[config.mk]
export PLATFORM = sky130hd
export DESIGN_NAME = addsub_sequencer_flat
export DESIGN_NICKNAME = d
export VERILOG_FILES = /design/src/rtl/addsub_sequencer_if.sv /design/src/rtl/addsub_sequencer.sv /design/src/flat_wrapper.sv
export SDC_FILE = /design/constraint.sdc
export NUM_CORES = 1
export LEC_CHECK = 0
export CAP_MARGIN = 20
export CORE_MARGIN = 2
export CORE_UTILIZATION = 45
export DETAILED_ROUTE_END_ITERATION = 7
export PLACE_DENSITY = 0.84
export SYNTH_ARGS = -nofsm -noshare
export SYNTH_HDL_FRONTEND = slang
export SYNTH_SLANG_ARGS = --single-unit
[constraint.sdc]
create_clock -name clk -period 3.6 [get_ports clk]
set_clock_uncertainty 0.05 [all_clocks]
set_input_delay 0.36 -clock clk [delete_from_list [all_inputs] [get_ports clk]]
set_output_delay 0.36 -clock clk [all_outputs]
set_load 0.1 [all_outputs]
[src/rtl/addsub_sequencer_if.sv]
// addsub_sequencer_if: operation request and result signals of the add/sub sequencer
interface addsub_sequencer_if #(parameter int SLICES = 4);
    localparam int W = 8 * SLICES;
    logic         start;
    logic         sub;
    logic [W-1:0] a;
    logic [W-1:0] b;
    logic         ready;
    logic         busy;
    logic         done;
    logic [W-1:0] result;
    logic         cout;
    logic         overflow;
    modport master(output start, sub, a, b, input ready, busy, done, result, cout, overflow);
    modport slave(input start, sub, a, b, output ready, busy, done, result, cout, overflow);
endinterface

[src/rtl/addsub_sequencer.sv]
// addsub_sequencer: W-bit add/subtract computed one byte per cycle on a single shared 8-bit adder
module eightbit_adder (
    input  logic [7:0] x,
    input  logic [7:0] y,
    input  logic       cin,
    output logic [7:0] s,
    output logic       co,
    output logic       c7
);
    assign {co, s} = 9'(x) + 9'(y) + 9'(cin);
    assign c7 = x[7] ^ y[7] ^ s[7];
endmodule

module addsub_sequencer #(parameter int SLICES = 4) (
    input logic clk,
    input logic reset,
    addsub_sequencer_if.slave bus
);
    localparam int W  = 8 * SLICES;
    localparam int IW = $clog2(SLICES);
    typedef enum logic [1:0] {IDLE, RUN, DONE} state_t;
    state_t state, state_n;
    logic [IW-1:0] idx;
    logic [W-1:0] a_r, b_r;
    logic carry, co, c7, last;
    logic [7:0] sum;

    eightbit_adder u_add (
        .x(a_r[8*idx +: 8]),
        .y(b_r[8*idx +: 8]),
        .cin(carry),
        .s(sum),
        .co(co),
        .c7(c7)
    );

    assign last = idx == IW'(SLICES - 1);

    always_ff @(posedge clk) begin
        if (reset) state <= IDLE;
        else state <= state_n;
    end

    always_comb begin
        state_n = (state == IDLE && bus.start) ? RUN :
                  (state == RUN && last)       ? DONE :
                  (state == DONE)              ? IDLE : state;
    end

    always_comb begin
        bus.ready = state == IDLE;
        bus.busy  = state == RUN;
        bus.done  = state == DONE;
    end

    // Subtraction is A + ~B + 1: the +1 enters as the initial carry.
    always_ff @(posedge clk) begin
        if (reset) begin
            idx          <= '0;
            carry        <= 1'b0;
            a_r          <= '0;
            b_r          <= '0;
            bus.result   <= '0;
            bus.cout     <= 1'b0;
            bus.overflow <= 1'b0;
        end else if (state == IDLE && bus.start) begin
            a_r   <= bus.a;
            b_r   <= bus.sub ? ~bus.b : bus.b;
            carry <= bus.sub;
            idx   <= '0;
        end else if (state == RUN) begin
            bus.result[8*idx +: 8] <= sum;
            carry <= co;
            idx   <= last ? '0 : idx + 1'b1;
            if (last) begin
                bus.cout     <= co;
                bus.overflow <= co ^ c7;
            end
        end
    end
endmodule

[src/flat_wrapper.sv]
// flat-port wrapper written by rule: the top's interface ports become plain ports
module addsub_sequencer_flat 
#(parameter int SLICES = 4)
  (clk, reset, bus_start, bus_sub, bus_a, bus_b, bus_ready, bus_busy, bus_done, bus_result, bus_cout, bus_overflow);
  addsub_sequencer_if #(.SLICES(SLICES)) bus_i ();
  input logic clk;
  input logic reset;
  input wire logic [$bits(bus_i.start)-1:0] bus_start;
  input wire logic [$bits(bus_i.sub)-1:0] bus_sub;
  input wire logic [$bits(bus_i.a)-1:0] bus_a;
  input wire logic [$bits(bus_i.b)-1:0] bus_b;
  output wire logic [$bits(bus_i.ready)-1:0] bus_ready;
  output wire logic [$bits(bus_i.busy)-1:0] bus_busy;
  output wire logic [$bits(bus_i.done)-1:0] bus_done;
  output wire logic [$bits(bus_i.result)-1:0] bus_result;
  output wire logic [$bits(bus_i.cout)-1:0] bus_cout;
  output wire logic [$bits(bus_i.overflow)-1:0] bus_overflow;
  assign bus_i.start = bus_start;
  assign bus_i.sub = bus_sub;
  assign bus_i.a = bus_a;
  assign bus_i.b = bus_b;
  assign bus_ready = bus_i.ready;
  assign bus_busy = bus_i.busy;
  assign bus_done = bus_i.done;
  assign bus_result = bus_i.result;
  assign bus_cout = bus_i.cout;
  assign bus_overflow = bus_i.overflow;
  addsub_sequencer #(.SLICES(SLICES)) u_core (.clk(clk), .reset(reset), .bus(bus_i));
endmodule
-- Yosys cells after proc, flatten, opt, wreduce, memory -nomap -nowiden
Index checks and enable logic that the tools add are counted.
- register bits after elaboration: 103
- word-level logic and storage cells: 42
- input port bits: 68
- output and inout bits: 37
- add/subtract/negate cells: 4
- shifts and indexed selects: 4
- equality and inequality tests: 3
- multiplexer cells: 8
- reduce and logical (&&, ||, !) cells: 9
- bitwise logic cells: 5
- operators with widths (kind ; count):
    variable part select 32 x 6 -> 8 bit ; 2
    negation 5 -> 34 bit ; 1
    variable shift 8 x 34 -> 32 bit (first input constant) ; 1
    variable part select 8 x 34 -> 32 bit ; 1
    bitwise mux 32 bit ; 1
    2-to-1 mux 32 bit ; 1
    NOT 32 bit ; 1
    adder 8 x 8 -> 9 bit ; 1
    adder 9 x 1 -> 9 bit ; 1
    2-to-1 mux 2 bit ; 3
    == test 2 bit (second input constant) ; 2
    nonzero test 2 bit ; 2
    2-to-1 mux 1 bit ; 3
    AND reduction 3 bit ; 1
    nonzero test 3 bit ; 1
    bitwise XOR 1 bit ; 3
    adder 2 x 1 -> 2 bit (second input constant) ; 1
    == test 2 x 1 -> 1 bit (second input constant) ; 1
    logical AND 1 bit ; 2
    zero test 2 bit ; 1
    AND reduction 2 bit ; 1
    OR reduction 2 bit ; 1
    NOT 1 bit ; 1

-- Longest topological paths before layout
Gate-level depths: netlist (run 1).
- depth after elaboration: 5
- gate-level depth with buffers: 11
- gate-level depth less buffers: 9

-- By module
Synthesis (run 1) repeated with hierarchy kept, for this count alone.
- cell total of the unflattened synthesis: 538
- area, all modules: 4888.4 µm²
- modules (own cells, without submodules) (module ; instances ; sequential area each (µm²) ; area an instance (µm²) ; cells each):
    addsub_sequencer ; 1 ; 2062.0 ; 4524.3 ; 495
    eightbit_adder ; 1 ; 0.0 ; 364.1 ; 43

-- Worst setup path before layout (run 1)
Ideal clock, no wire load.
- path kind: reg-to-reg
- start: register u_core.idx[1]
- end: register u_core.bus.result[22]
- stages on the path, launching flop included: 12
- slack: 0.661 ns
- library setup time: 0.119 ns
- period minus slack after synthesis: 2.939 ns
- required time: 3.431 ns
- arrival: 2.770 ns
- path buffers: 2
- path through: dfxtp_1 > buf_2 > clkbuf_1 > mux4_2 > fa_1 > inv_1 > fa_1 > nand2b_1 > o2bb2ai_1 > o21ba_2 > xnor2_1 > a32o_1
- word-level cells in the longest chain between the ends: 5
- elaborated cells on any way between the ends: 8
- classes of those cells: add/sub: 3; shift: 4; mux: 1
- RTL lines (element ; RTL line ; text):
    start, declared ; addsub_sequencer.sv:23 ; logic [IW-1:0] idx;
    start signal, assigned ; addsub_sequencer.sv:74 ; idx <= last ? '0 : idx + 1'b1;
    variable part select 32 x 6 -> 8 bit (on tied branches) ; addsub_sequencer.sv:29, addsub_sequencer.sv:30 ;
    adder 8 x 8 -> 9 bit ; addsub_sequencer.sv:10 ; assign {co, s} = 9'(x) + 9'(y) + 9'(cin);
    adder 9 x 1 -> 9 bit ; addsub_sequencer.sv:10 ;
    variable part select 8 x 34 -> 32 bit ; addsub_sequencer.sv:72 ; bus.result[8*idx +: 8] <= sum;
    bitwise mux 32 bit * ; addsub_sequencer.sv:72 ;
    end signal, assigned by index ; addsub_sequencer.sv:72 ;
    end, declared ; addsub_sequencer_if.sv:15 ; modport slave(input start, sub, a, b, output ready, busy, done, result, cout, overflow);
Every way passes the cells marked *; elsewhere a longest branch is shown, timed or not.
A chain may end at the register's enable or synchronous reset.

-- Worst setup path in the final report (run 1)
- start: register u_core.idx[0]
- end: register u_core.bus.result[30]
Same word-level chain as after synthesis.

==> impl_metrics.toml, run 1 <==
[floorplanning]
die_y_um = 106.5
die-area_um2 = 11340
die_w_um = 106.5
ios = 105
fp.coreArea_um2 = 10280
num_rows = 37
start_util = 0.4598

[sta]
slew_viol_final = 0
relSlewSlack = 0.3421
finalSetupViolCount = 0
final.period_utilization = 0.8839
whs_ns = 0.4088
setup_tns_ns = 0
tightest_slew_ns = 0.9838
period_needed_ns = 3.182
layout_setup_ws_ns = 0.4178
rsz0062_at_grt = "false"
max_freq_ghz = 0.3143
hold_violations = 0

[worst_setup_path]
crit_type = "reg -> reg"
cp.arrival_ns = 3.40
crit_required_ns = 3.81
cp-start-kind = "register"
rrSetupSlack_ns = 0.42
worstPathMaxFanout = 10
cp-end-kind = "register"

[synthesis]
syn_nets = 584
synth_cells = 501
async_flop_share = 0
synth_ff_type = "dfxtp_1"
yosys_warnings = 0
seq_area_frac_synth = 0.4363
ys_ff_latch = 103
avgSynthCellArea_um2 = 9.433
syn-cell-area_um2 = 4726
synth_edf_count = 0
ys_types = 46

[clocking]
clock_latency_ns = 0.37
htree_levels = 3
post_cts_buffers = 0
cts_tree = "done"
cts_resized = 0
clk_pin_slew_ns = 0.09
cts_root_buf = "clkbuf_8"
cts_hold_buf = 0
cts.sinks = 103
cts_buffers = 9
cts_buffer_depth = 2

[finish]
fin_util = 0.5849
final_cells = 724
nFillCells = 894
fin_nets = 666
area_growth_pct = 27.19
num_antenna_cells = 0
drive_gt1_frac = 0.08503
stdcell_area_um2 = 6011

[drt]
wl_per_cell_um = 15.07
met2WireLength_um = 5417
drt-pass1-iter-count = 5
wl_met3_um = 659
vias_per_cell = 5.410
wirelength_um = 10910
drc = 0
maxUsedRoutingLayer = "met4"
vias = 3917
detail-route-antenna-nets = 0
initialDrtViolationCount = 181
wl_met1_um = 4530

[power]
p_leak_nw = 2.146
powerDensity_nw_per_um2 = 415.6
peakVddDrop_mv = 0.2238
p_total_mw = 2.498

[global_route]
grt-ovfl-total = 0
grt_pass1_wl_um = 18190
antenna_found_initial = 0
grt_pass1_vias = 3856
grt_max_degree = 101
grtUsageTotal = 0.2004

[placement]
place_congestion = 0.8383
placed_area_um2 = 5802
place_ws_ns = 0.3910
dp_cells = 708
dp_hpwl_um = 8184
portBuffers = 104

[run]
drv_cap = 0

[min_path]
min_path_type = "reg -> reg"

[outcome]
outcome = "complete, no violations"
==> cells in the mapped netlist, types with 12 or more instances <==
cell,number,area (um2)
dfxtp_1,103,2062
a21oi_1,45,225.2
buf_2,12,60.06
a211oi_1,33,247.7
nand2_1,69,259.0
a22oi_1,24,180.2
clkbuf_1,24,90.09
nor2_1,66,247.7
mux4_2,16,360.4
xnor2_1,36,315.3
ha_1,13,162.7
==> cells in the final DEF, fill, tap and decap left out, types with 2 or more instances in the layout <==
master,n
mux4_2,16
nor3_4,2
a22oi_1,24
clkdlybuf4s50_1,101
a211oi_1,33
a21o_1,2
clkinvlp_4,2
clkbuf_8,11
buf_2,2
fa_1,2
dfxtp_1,103
buf_4,6
nand2b_1,3
nand2_1,69
o21ai_0,3
a32o_1,8
ha_1,13
xnor2_1,36
a21oi_1,45
nor3_1,4
inv_1,8
nor2_1,66
==> cells by family (layout without fill, tap and decap cells) <==
group	Yosys count	in the layout	share of synthesized area
xor gates and xnor gates	37	37	0.06857
and+or+nand+nor	156	156	0.1483
buffers and inverters	47	134	0.04210
DFF	103	103	0.4363
AOI/OAI and AO/OA	126	126	0.1835
adders and majority gates	15	15	0.04289
muxes	17	17	0.07837
==> sequential cells by signal, indices dropped and copies added (netlist names) <==
| register | flops |
|---|---|
| u_core.b_r | 32 |
| u_core.idx | 2 |
| u_core.bus.overflow | 1 |
| u_core.bus.cout | 1 |
| u_core.state | 2 |
| u_core.bus.result | 32 |
| u_core.a_r | 32 |
| u_core.carry | 1 |
==> per-layer routing <==
layer,GRT usage,vias to the layer above
met5,0,-
met4,0.08627,0
met3,0.04476,22
met2,0.3439,138
met1,0.2411,1826
li1,-,1931
==> layout make-up <==
class                      count  area [um2]  area share
clock inverter                 4       53.80    0.008951
sequential                   103        2062      0.3430
multi-input combinational    351        2470      0.4109
clock buffer                  12       155.1     0.02581
inverter                       9       33.78    0.005620
timing repair buffer         109        1066      0.1774
tap                          136       170.2     0.02831
==> power breakdown <==
part,total (mW),leakage [nW],internal (mW),switching (mW)
combinational,0.506,1.20,0.216,0.290
sequential,1.24,0.843,1.20,0.0411
clock,0.749,0.0988,0.361,0.388
==> final timing paths <==
| path | cells after the start | to | start |
|---|---|---|---|
| setup / recovery | 9 | u_core.bus.result[30] | u_core.idx[0] |
| hold / removal | 2 | u_core.a_r[10] | u_core.a_r[10] |
| setup reg to reg | 9 | u_core.bus.result[30] | u_core.idx[0] |
| hold reg to reg | 2 | u_core.a_r[10] | u_core.a_r[10] |
==> worst max-delay path: stages (launching register included) <==
cell and delay, ns:
dfxtp_1 0.70, mux4_2 0.59, fa_1 0.47, inv_1 0.11, fa_1 0.21, nand2b_1 0.12, o2bb2ai_1 0.19, o21ba_2 0.20
xnor2_1 0.14, a32o_1 0.29
Power figures use the tool's default switching activity.
==> run 2, diff against run 1 <==
==> constraint.sdc (replaced) <==
create_clock -name clk -period 2.99 [get_ports clk]
set_clock_uncertainty 0.05 [all_clocks]
set_input_delay 0.299 -clock clk [delete_from_list [all_inputs] [get_ports clk]]
set_output_delay 0.299 -clock clk [all_outputs]
set_load 0.1 [all_outputs]
==> run 2 against run 1 <==
- worst setup slack lost 0.27 ns
- non-clock buffer count grew 1
- register-to-register slack got worse by 0.27 ns
- sequential cell count stayed put
- hold slack worse by 0.051 ns
- critical path type unchanged
- highest routed layer unchanged
==> impl_metrics.toml, run 2 (synthesized netlist as in run 1, its figures left out) <==
[outcome]
outcome = "complete, no violations"

[min_path]
min_from = "reset"
min_path_cells = 3
hold_end = "u_core.state[1]"
min_path_type = "in -> reg"

[clocking]
cts_tree = "done"
cts_buffers = 9
cts_buffer_depth = 2
cts_root_buf = "clkbuf_8"
cts.sinks = 103
clock_latency_ns = 0.36
htree_levels = 3
cts_hold_buf = 0
clk_pin_slew_ns = 0.10

[global_route]
met2_usage = 0.3503
antenna_found_initial = 0
grt_busiest_layer = "met2"
use_met1 = 0.2410
grtUsageTotal = 0.2021
grt_max_degree = 101
grt.met3_usage = 0.05150
grt_pass1_wl_um = 18100
grt_pass1_vias = 3816
grt-ovfl-total = 0

[sta]
whs_ns = 0.3582
finalSetupViolCount = 0
slew_viol_final = 0
max_freq_ghz = 0.3519
relSlewSlack = 0.3548
hold_violations = 0
tightest_slew_ns = 0.9678
final.period_utilization = 0.9505
rsz0062_at_grt = "false"
period_needed_ns = 2.842
layout_setup_ws_ns = 0.1481

[worst_setup_path]
worst_r2r_endpoint = "u_core.bus.result[30]"
cp-end-kind = "register"
worstPathMaxFanout = 5
cp-start-kind = "register"
crit_type = "reg -> reg"
rrSetupSlack_ns = 0.15
rr_startpoint = "u_core.idx[0]"
reg2regPathDepth = 9
crit_required_ns = 3.19
cp.arrival_ns = 3.04

[finish]
drive_gt1_frac = 0.1579
num_antenna_cells = 0
mostFrequentLayoutCells = "dfxtp_1, nand2_1, nor2_1, clkdlybuf4s50_1, a21oi_1"
nFillCells = 882
final_cells = 725
area_growth_pct = 26.85
reg_top3 = "u_core.a_r x32, u_core.b_r x32, u_core.bus.result x32"
seqCellArea_um2 = 2063
fin_nets = 667
stdcell_area_um2 = 5995
multiInputGateArea_um2 = 2491
final_common_cell = "dfxtp_1"

[floorplanning]
die_y_um = 106.5
die_w_um = 106.5
fp.coreArea_um2 = 10280
num_rows = 37
die-area_um2 = 11340
ios = 105
start_util = 0.4598

[drt]
drc = 0
wirelength_um = 11190
vias_per_cell = 5.509
wl_per_cell_um = 15.44
detail-route-antenna-nets = 0
initialDrtViolationCount = 273
drt-pass1-iter-count = 5
vias = 3994

[placement]
place_congestion = 0.8518
placed_area_um2 = 5744
dp_cells = 709
portBuffers = 104
dp_hpwl_um = 8336
place_ws_ns = -0.003499

[power]
p_leak_nw = 2.260
peakVddDrop_mv = 0.2825
powerDensity_nw_per_um2 = 513.8

[run]
drv_cap = 0
run 2: cell count changes in the layout (fill, tap and decap cells not counted), sizes merged, moves of 2 or more:
cell,delta
clkbuf,-3
clkinvlp,-2
inv,+3
buf,+37
clkdlybuf4s50,-36
run 2: cell type report:
class,count,area share
timing repair buffer,110,0.1689
inverter,9,0.005636
multi-input combinational,351,0.4156
clock inverter,7,0.01670
clock buffer,9,0.02066
tap,136,0.02839
sequential,103,0.3442
run 2: how the worst max path moves through the flow:
| stage | from | slack (ns) | cells after the start | to |
|---|---|---|---|---|
| 2_1_floorplan | u_core.idx[1] | 0.05 | 11 | u_core.bus.result[22] |
| 3_3_place_gp | u_core.idx[0] | 0.15 | 8 | u_core.bus.result[23] |
| 3_5_place_dp | u_core.idx[0] | -0.003 | 8 | u_core.bus.result[31] |
| 4_1_cts | u_core.idx[0] | 0.05 | 8 | u_core.bus.result[31] |
| 5_1_grt | u_core.idx[0] | 0.007 | 8 | u_core.bus.result[31] |
| 6_report | u_core.idx[0] | 0.15 | 9 | u_core.bus.result[30] |
run 2: timing repair:
| action | in CTS | in global routing |
|---|---|---|
| gates resized for setup | 1 | 6 |
| endpoints found under the setup margin | 4 | 16 |
| setup buffers | 0 | 0 |
| pin swaps | 0 | 0 |
run 2: worst max-delay path: stages, from the launching register on:
cell and delay [ns]:
dfxtp_2 0.40, mux4_2 0.53, fa_1 0.47, inv_1 0.10, fa_1 0.21, nand2b_1 0.12, o2bb2ai_1 0.22, o21ba_2 0.23
xnor2_2 0.10, a32o_1 0.29
run 2: power breakdown:
part	internal [mW]	leakage (nW)	total (mW)	switching, mW
logic	0.266	1.30	0.624	0.358
clock network	0.480	0.115	0.957	0.476
registers	1.45	0.844	1.50	0.0506
total	2.19	2.26	3.08	0.885
run 2: stage by stage:
| stage | power (mW) | TNS (ns) | util |
|---|---|---|---|
| 4_1_cts | 3.093 | 0 | 0.5807 |
| 3_3_place_gp | 2.118 | 0 | 0.5589 |
| 6_report | 3.080 | 0 | 0.5833 |
| 3_5_place_dp | 2.142 | -0.003499 | 0.5589 |
| 5_1_grt | 3.222 | 0 | 0.5833 |
| 2_1_floorplan | 1.936 | 0 | - |
run 2: routing by layer:
metal | vias up | share of wire
met5 | - | 0
met1 | 1865 | 0.40
met3 | 28 | 0.062
li1 | 1940 | -
met4 | 0 | 0.028
met2 | 161 | 0.51
==> run 3, diff against run 2 <==
==> constraint.sdc (replaced) <==
create_clock -name clk -period 3.5 [get_ports clk]
set_clock_uncertainty 0.05 [all_clocks]
set_input_delay 0.35 -clock clk [delete_from_list [all_inputs] [get_ports clk]]
set_output_delay 0.35 -clock clk [all_outputs]
set_load 0.02 [all_outputs]
==> run 3 against run 2 <==
- first-iteration DRC count shrank 30%
- routed wire length is 2.9% lower
- die area unchanged
- sequential power decreased by 15%
- critical path depth is 1 lower
- critical path type unchanged
- largest power group unchanged
==> impl_metrics.toml, run 3 (synthesized netlist as in run 1, its figures left out) <==
[placement]
place_congestion = 0.8781
placed_area_um2 = 5812
dp_hpwl_um = 8350
portBuffers = 104
dp_cells = 709

[worst_setup_path]
cp-start-kind = "register"
rr_startpoint = "u_core.idx[0]"
rrSetupSlack_ns = 0.43
crit_required_ns = 3.70
worstPathMaxFanout = 10
cp.arrival_ns = 3.27
worst_r2r_endpoint = "u_core.bus.result[31]"
crit_type = "reg -> reg"
cp_num_buf_inv = 1
critPathSlowestCell = "dfxtp_2"
cp_top_family = "compound AO/OA/AOI/OAI gates"
cp-end-kind = "register"
reg2regPathDepth = 8
crit_chain = "buf_4 -> mux4_2 -> ha_1 -> o21ai_0 -> nor2_1 -> a41oi_2 -> xnor2_1 -> a32o_1"
cpPeakStageDelay_ns = 0.53

[power]
powerDensity_nw_per_um2 = 413.5
peakVddDrop_mv = 0.2371
p_leak_nw = 2.146

[sta]
max_freq_ghz = 0.3260
final.period_utilization = 0.8764
setup_tns_ns = 0
finalSetupViolCount = 0
hold_violations = 0
slew_viol_final = 0
period_needed_ns = 3.067
rsz0062_at_grt = "false"
relSlewSlack = 0.3645
tightest_slew_ns = 0.9533

[floorplanning]
die_w_um = 106.5
ios = 105
fp.coreArea_um2 = 10280
num_rows = 37
die-area_um2 = 11340
start_util = 0.4598
die_y_um = 106.5

[finish]
drive_gt1_frac = 0.08673
stdcell_area_um2 = 6010
reg_top3 = "u_core.a_r x32, u_core.b_r x32, u_core.bus.result x32"
seqCellArea_um2 = 2063
final_cells = 724
fin_nets = 667
nFillCells = 913
multiInputGateArea_um2 = 2470
area_growth_pct = 27.16
mostFrequentLayoutCells = "clkdlybuf4s50_1, dfxtp_1, nand2_1, nor2_1, a21oi_1"
num_antenna_cells = 0

[clocking]
cts.sinks = 103
clk_pin_slew_ns = 0.09
cts_buffers = 9
cts_root_buf = "clkbuf_8"
post_cts_buffers = 0
cts_tree = "done"
cts_buffer_depth = 2
clock_latency_ns = 0.36
htree_levels = 3

[drt]
initialDrtViolationCount = 192
vias_per_cell = 5.365
drc = 0
vias = 3884
drt-pass1-iter-count = 4
wirelength_um = 10870
wl_per_cell_um = 15.02
detail-route-antenna-nets = 0

[global_route]
grt-ovfl-total = 0
grt_pass1_wl_um = 17680
antenna_found_initial = 0
grt_pass1_vias = 3754
grt_max_degree = 101
grtUsageTotal = 0.1965

[min_path]
min_path_cells = 2
hold_end = "u_core.a_r[7]"
min_from = "u_core.a_r[7]"
min_path_type = "reg -> reg"

[run]
drv_cap = 0

[outcome]
outcome = "complete, no violations"
-- run 3: changes by cell type in the layout (fill, tap and decap cells not counted), moves of 2 or more --
cell | before | now
buf_12 | 2 | 0
clkdlybuf4s50_1 | 65 | 102
inv_6 | 3 | 0
clkinvlp_4 | 0 | 2
xnor2_2 | 2 | 0
buf_4 | 40 | 6
xnor2_1 | 34 | 36
-- run 3: worst max-delay path by stage --
stage	startpoint	end	slack, ns	cells after the start
final	u_core.idx[0]	u_core.bus.result[31]	0.43	8
after global routing	u_core.idx[0]	u_core.bus.result[31]	0.23	8
after CTS	u_core.idx[0]	u_core.bus.result[31]	0.23	8
after detailed placement	u_core.idx[0]	u_core.bus.result[31]	0.25	8
after global placement	u_core.idx[0]	u_core.bus.result[23]	0.39	8
after floorplan	u_core.idx[1]	u_core.bus.result[22]	0.56	11
-- run 3: layer usage --
metal	wire length (um)	global-route usage	share of wire
met2	5306	0.3370	0.49
met5	0	0	0
met1	4589	0.2332	0.42
met4	339	0.09555	0.031
met3	637	0.04231	0.059
-- run 3: layout make-up --
| cell class | instances | area share |
|---|---|---|
| Tap cell | 136 | 0.02832 |
| Sequential cell | 103 | 0.3433 |
| Timing Repair Buffer | 110 | 0.1791 |
| Multi-Input combinational cell | 351 | 0.4110 |
| Inverter | 9 | 0.005621 |
| Clock buffer | 10 | 0.02290 |
| Clock inverter | 5 | 0.009786 |
-- run 3: worst reg2reg max path: stages, from the launching register on --
cell and delay (ns):
dfxtp_2 0.53, buf_4 0.26, mux4_2 0.52, ha_1 0.35
o21ai_0 0.36, nor2_1 0.13, a41oi_2 0.27, xnor2_1 0.19
a32o_1 0.30
-- run 3: repair_timing --
| item | 4_1_cts | 5_1_grt |
|---|---|---|
| setup endpoints to repair | 0 | 4 |
| hold buffers | 0 | 0 |
| gates resized for setup | 0 | 1 |
-- run 3: stage by stage --
step | utilization | setup slack, ns | hold WS, ns | power (mW)
detailed placement | 0.5655 | 0.2470 | 0.3973 | 1.778
CTS | 0.5846 | 0.2282 | 0.4090 | 2.502
global route | 0.5847 | 0.2329 | 0.4286 | 2.607
floorplan | - | 0.5622 | 0.3831 | 1.603
finish | 0.5847 | 0.4326 | 0.4112 | 2.485
global placement | 0.5655 | 0.3909 | 0.3939 | 1.758
-- run 3: power by group --
part / switching, mW / internal, mW / total (mW) / leakage [nW]
Combinational: 0.246 / 0.222 / 0.469 / 1.21
Sequential: 0.0442 / 1.24 / 1.28 / 0.844
Clock: 0.389 / 0.346 / 0.735 / 0.0944
Total: 0.680 / 1.81 / 2.48 / 2.15
==> RTL change (flow settings as in run 1) <==
`SLICES` is set to 4 in 3 places; all go to 8.
--- a/src/rtl/addsub_sequencer_if.sv
+++ b/src/rtl/addsub_sequencer_if.sv
@@ -1,5 +1,5 @@
 // addsub_sequencer_if: operation request and result signals of the add/sub sequencer
-interface addsub_sequencer_if #(parameter int SLICES = 4);
+interface addsub_sequencer_if #(parameter int SLICES = 8);
     localparam int W = 8 * SLICES;
     logic         start;
     logic         sub;
--- a/src/rtl/addsub_sequencer.sv
+++ b/src/rtl/addsub_sequencer.sv
@@ -11,7 +11,7 @@
     assign c7 = x[7] ^ y[7] ^ s[7];
 endmodule
 
-module addsub_sequencer #(parameter int SLICES = 4) (
+module addsub_sequencer #(parameter int SLICES = 8) (
     input logic clk,
     input logic reset,
     addsub_sequencer_if.slave bus
--- a/src/flat_wrapper.sv
+++ b/src/flat_wrapper.sv
@@ -1,6 +1,6 @@
 // flat-port wrapper written by rule: the top's interface ports become plain ports
 module addsub_sequencer_flat 
-#(parameter int SLICES = 4)
+#(parameter int SLICES = 8)
   (clk, reset, bus_start, bus_sub, bus_a, bus_b, bus_ready, bus_busy, bus_done, bus_result, bus_cout, bus_overflow);
   addsub_sequencer_if #(.SLICES(SLICES)) bus_i ();
   input logic clk;
Interface: changed (resized bus_a, bus_b and bus_result); port bits go from 105 to 201. No check against the original RTL was run, so the function may have changed too.
==> RTL change against run 1 <==
Worst setup slack lost 100 ps; cell count is 99% higher; design area rose by 94%; power up 110%; synthesized cell count up 100%; sequential cell count increased by 97; routed wire length increased by 110%; synthesized area grew 89%; critical path type unchanged; critical endpoint is now u_core.bus.result[29]$_SDFFE_PP0P_; highest routed layer unchanged.
==> RTL change: results (changes against run 1) <==
# port buffers=200 (+92%); drt pass-1 iters=7 (+2); root buf cell=clkbuf_16; Critical Path AT=3530 ps (+130 ps); post-DP HPWL=16.9 mm (+110%); Placed Cells=1411 (+99%); vias in the first global route=7379 (+91%); crit path max fanout=8 (-2); post-synth cell types=39 (-15%); first-pass GRT wire length=36.6 mm (+100%); largest net degree at the start of global routing=111 (+9.9%); Worst Hold Class=primary input to register; Worst-Margin Slew=1020 ps (+36.8 ps); area of placed instances=11100 sq um (+91%); register area share after synthesis=44.8% (+1.2 points); GRT Total Usage=21.7% (+1.7 points); post-place setup slack=273 ps (-118 ps); Top Registers=u_core.a_r (64), u_core.b_r (64), u_core.bus.result (64); via/cell ratio=5.28 (-2.5%); largest cells by area after synthesis=dfxtp_1, nand2_1, mux4_2; total CTS buffers=17 (+8); ratio of cells with drive above 1 in the final layout=8.06% (-0.44 points); Clock Path Buffers=2 (unchanged); H-tree depth=4 (+1); clock-pin slew of the registers on the worst-case setup and hold paths=70 ps (-20 ps); outcome=finished clean; DR WL/cell=16.0 microns (+6.2%); cell with the most instances after synthesis=nand2_1; detailed router's first-iteration violation count=523 (+190%); Final #Nets=1310 (+97%); GP Congestion=0.823 (-1.8%); VDD IR max=0.000298 V (+33%); Syn Area/Cell=8.86 sq um (-6.1%); clk_lat worst skew=440 ps (+70 ps); Syn Nets=1154 (+98%); synth cell count leaders=nand2_1, dfxtp_1, nor2_1, a21oi_1, xnor2_1; leakage power=4.33 nW (+100%); Routed Wire Length=23.1 mm (+110%)
==> RTL change: cell types whose count changed after synthesis, sizes merged, moves of 17 or more <==
cell    delta
mux2i     +21
a22oi     -24
buf       +23
xnor2     +35
a21oi     +61
clkbuf    +17
a211oi    +32
dfxtp     +97
nand2    +130
nor2      +79
==> RTL change: per-stage QoR <==
stage          hold slack [ps]  total power, mW
3_3_place_gp               390             3.30
5_1_grt                    430             5.36
3_5_place_dp               397             3.32
4_1_cts                    392             5.19
2_1_floorplan              383             2.99
6_report                   404             5.16
==> RTL change: cell families after synthesis <==
family / synth area share (%)
simple gates: 17.9
flops: 44.8
compound gates: 13.4
buf+inv: 4.16
xor+xnor: 7.21
mux: 10.5
fa+ha+maj: 1.99
==> RTL change: report_power, final <==
| group | internal, mW | leakage (nW) | switching (mW) |
|---|---|---|---|
| clock | 1.01 | 0.288 | 0.880 |
| sequential | 2.33 | 1.64 | 0.0714 |
| combinational | 0.392 | 2.41 | 0.473 |
==> RTL change: metal layers <==
layer	track usage [%]	vias to the layer above	routed length (microns)
li1	-	3746	-
met1	27.1	3549	9890
met2	36.5	262	11100
met3	4.37	55	1310
met4	9.65	0	773
met5	0	-	0
==> RTL change: layout make-up <==
| type | count | area, sq um |
|---|---|---|
| Sequential cell | 200 | 4010 |
| Multi-Input combinational cell | 723 | 4570 |
| Inverter | 8 | 30.0 |
| Fill cell | 1637 | 7820 |
| Clock buffer | 19 | 453 |
| Clock inverter | 13 | 133 |
| Timing Repair Buffer | 215 | 2120 |
| Tap cell | 265 | 332 |
==> RTL change: critical path: stages, from the launching register on <==
cell      delay [ps]
dfxtp_2          480
buf_4            260
mux4_2           520
nand2_1           80
and2_1           220
inv_1             60
ha_1             300
a211oi_2         250
o21ai_1          130
xnor2_2          430
nor2_1           120
a21oi_1          180
nor2_1            60
==> RTL change: path summary, 6_finish.rpt <==
kind	slack, ps	startpoint	endpoint	cells after the start
hold reg to reg	410	u_core.a_r[48]$_SDFFE_PP0P_	u_core.a_r[48]$_SDFFE_PP0P_	2
hold / removal	400	reset	u_core.bus.result[56]$_SDFFE_PP0P_	2
setup reg to reg	310	u_core.idx[0]$_SDFFE_PP0P_	u_core.bus.result[29]$_SDFFE_PP0P_	12
setup / recovery	310	u_core.idx[0]$_SDFFE_PP0P_	u_core.bus.result[29]$_SDFFE_PP0P_	12
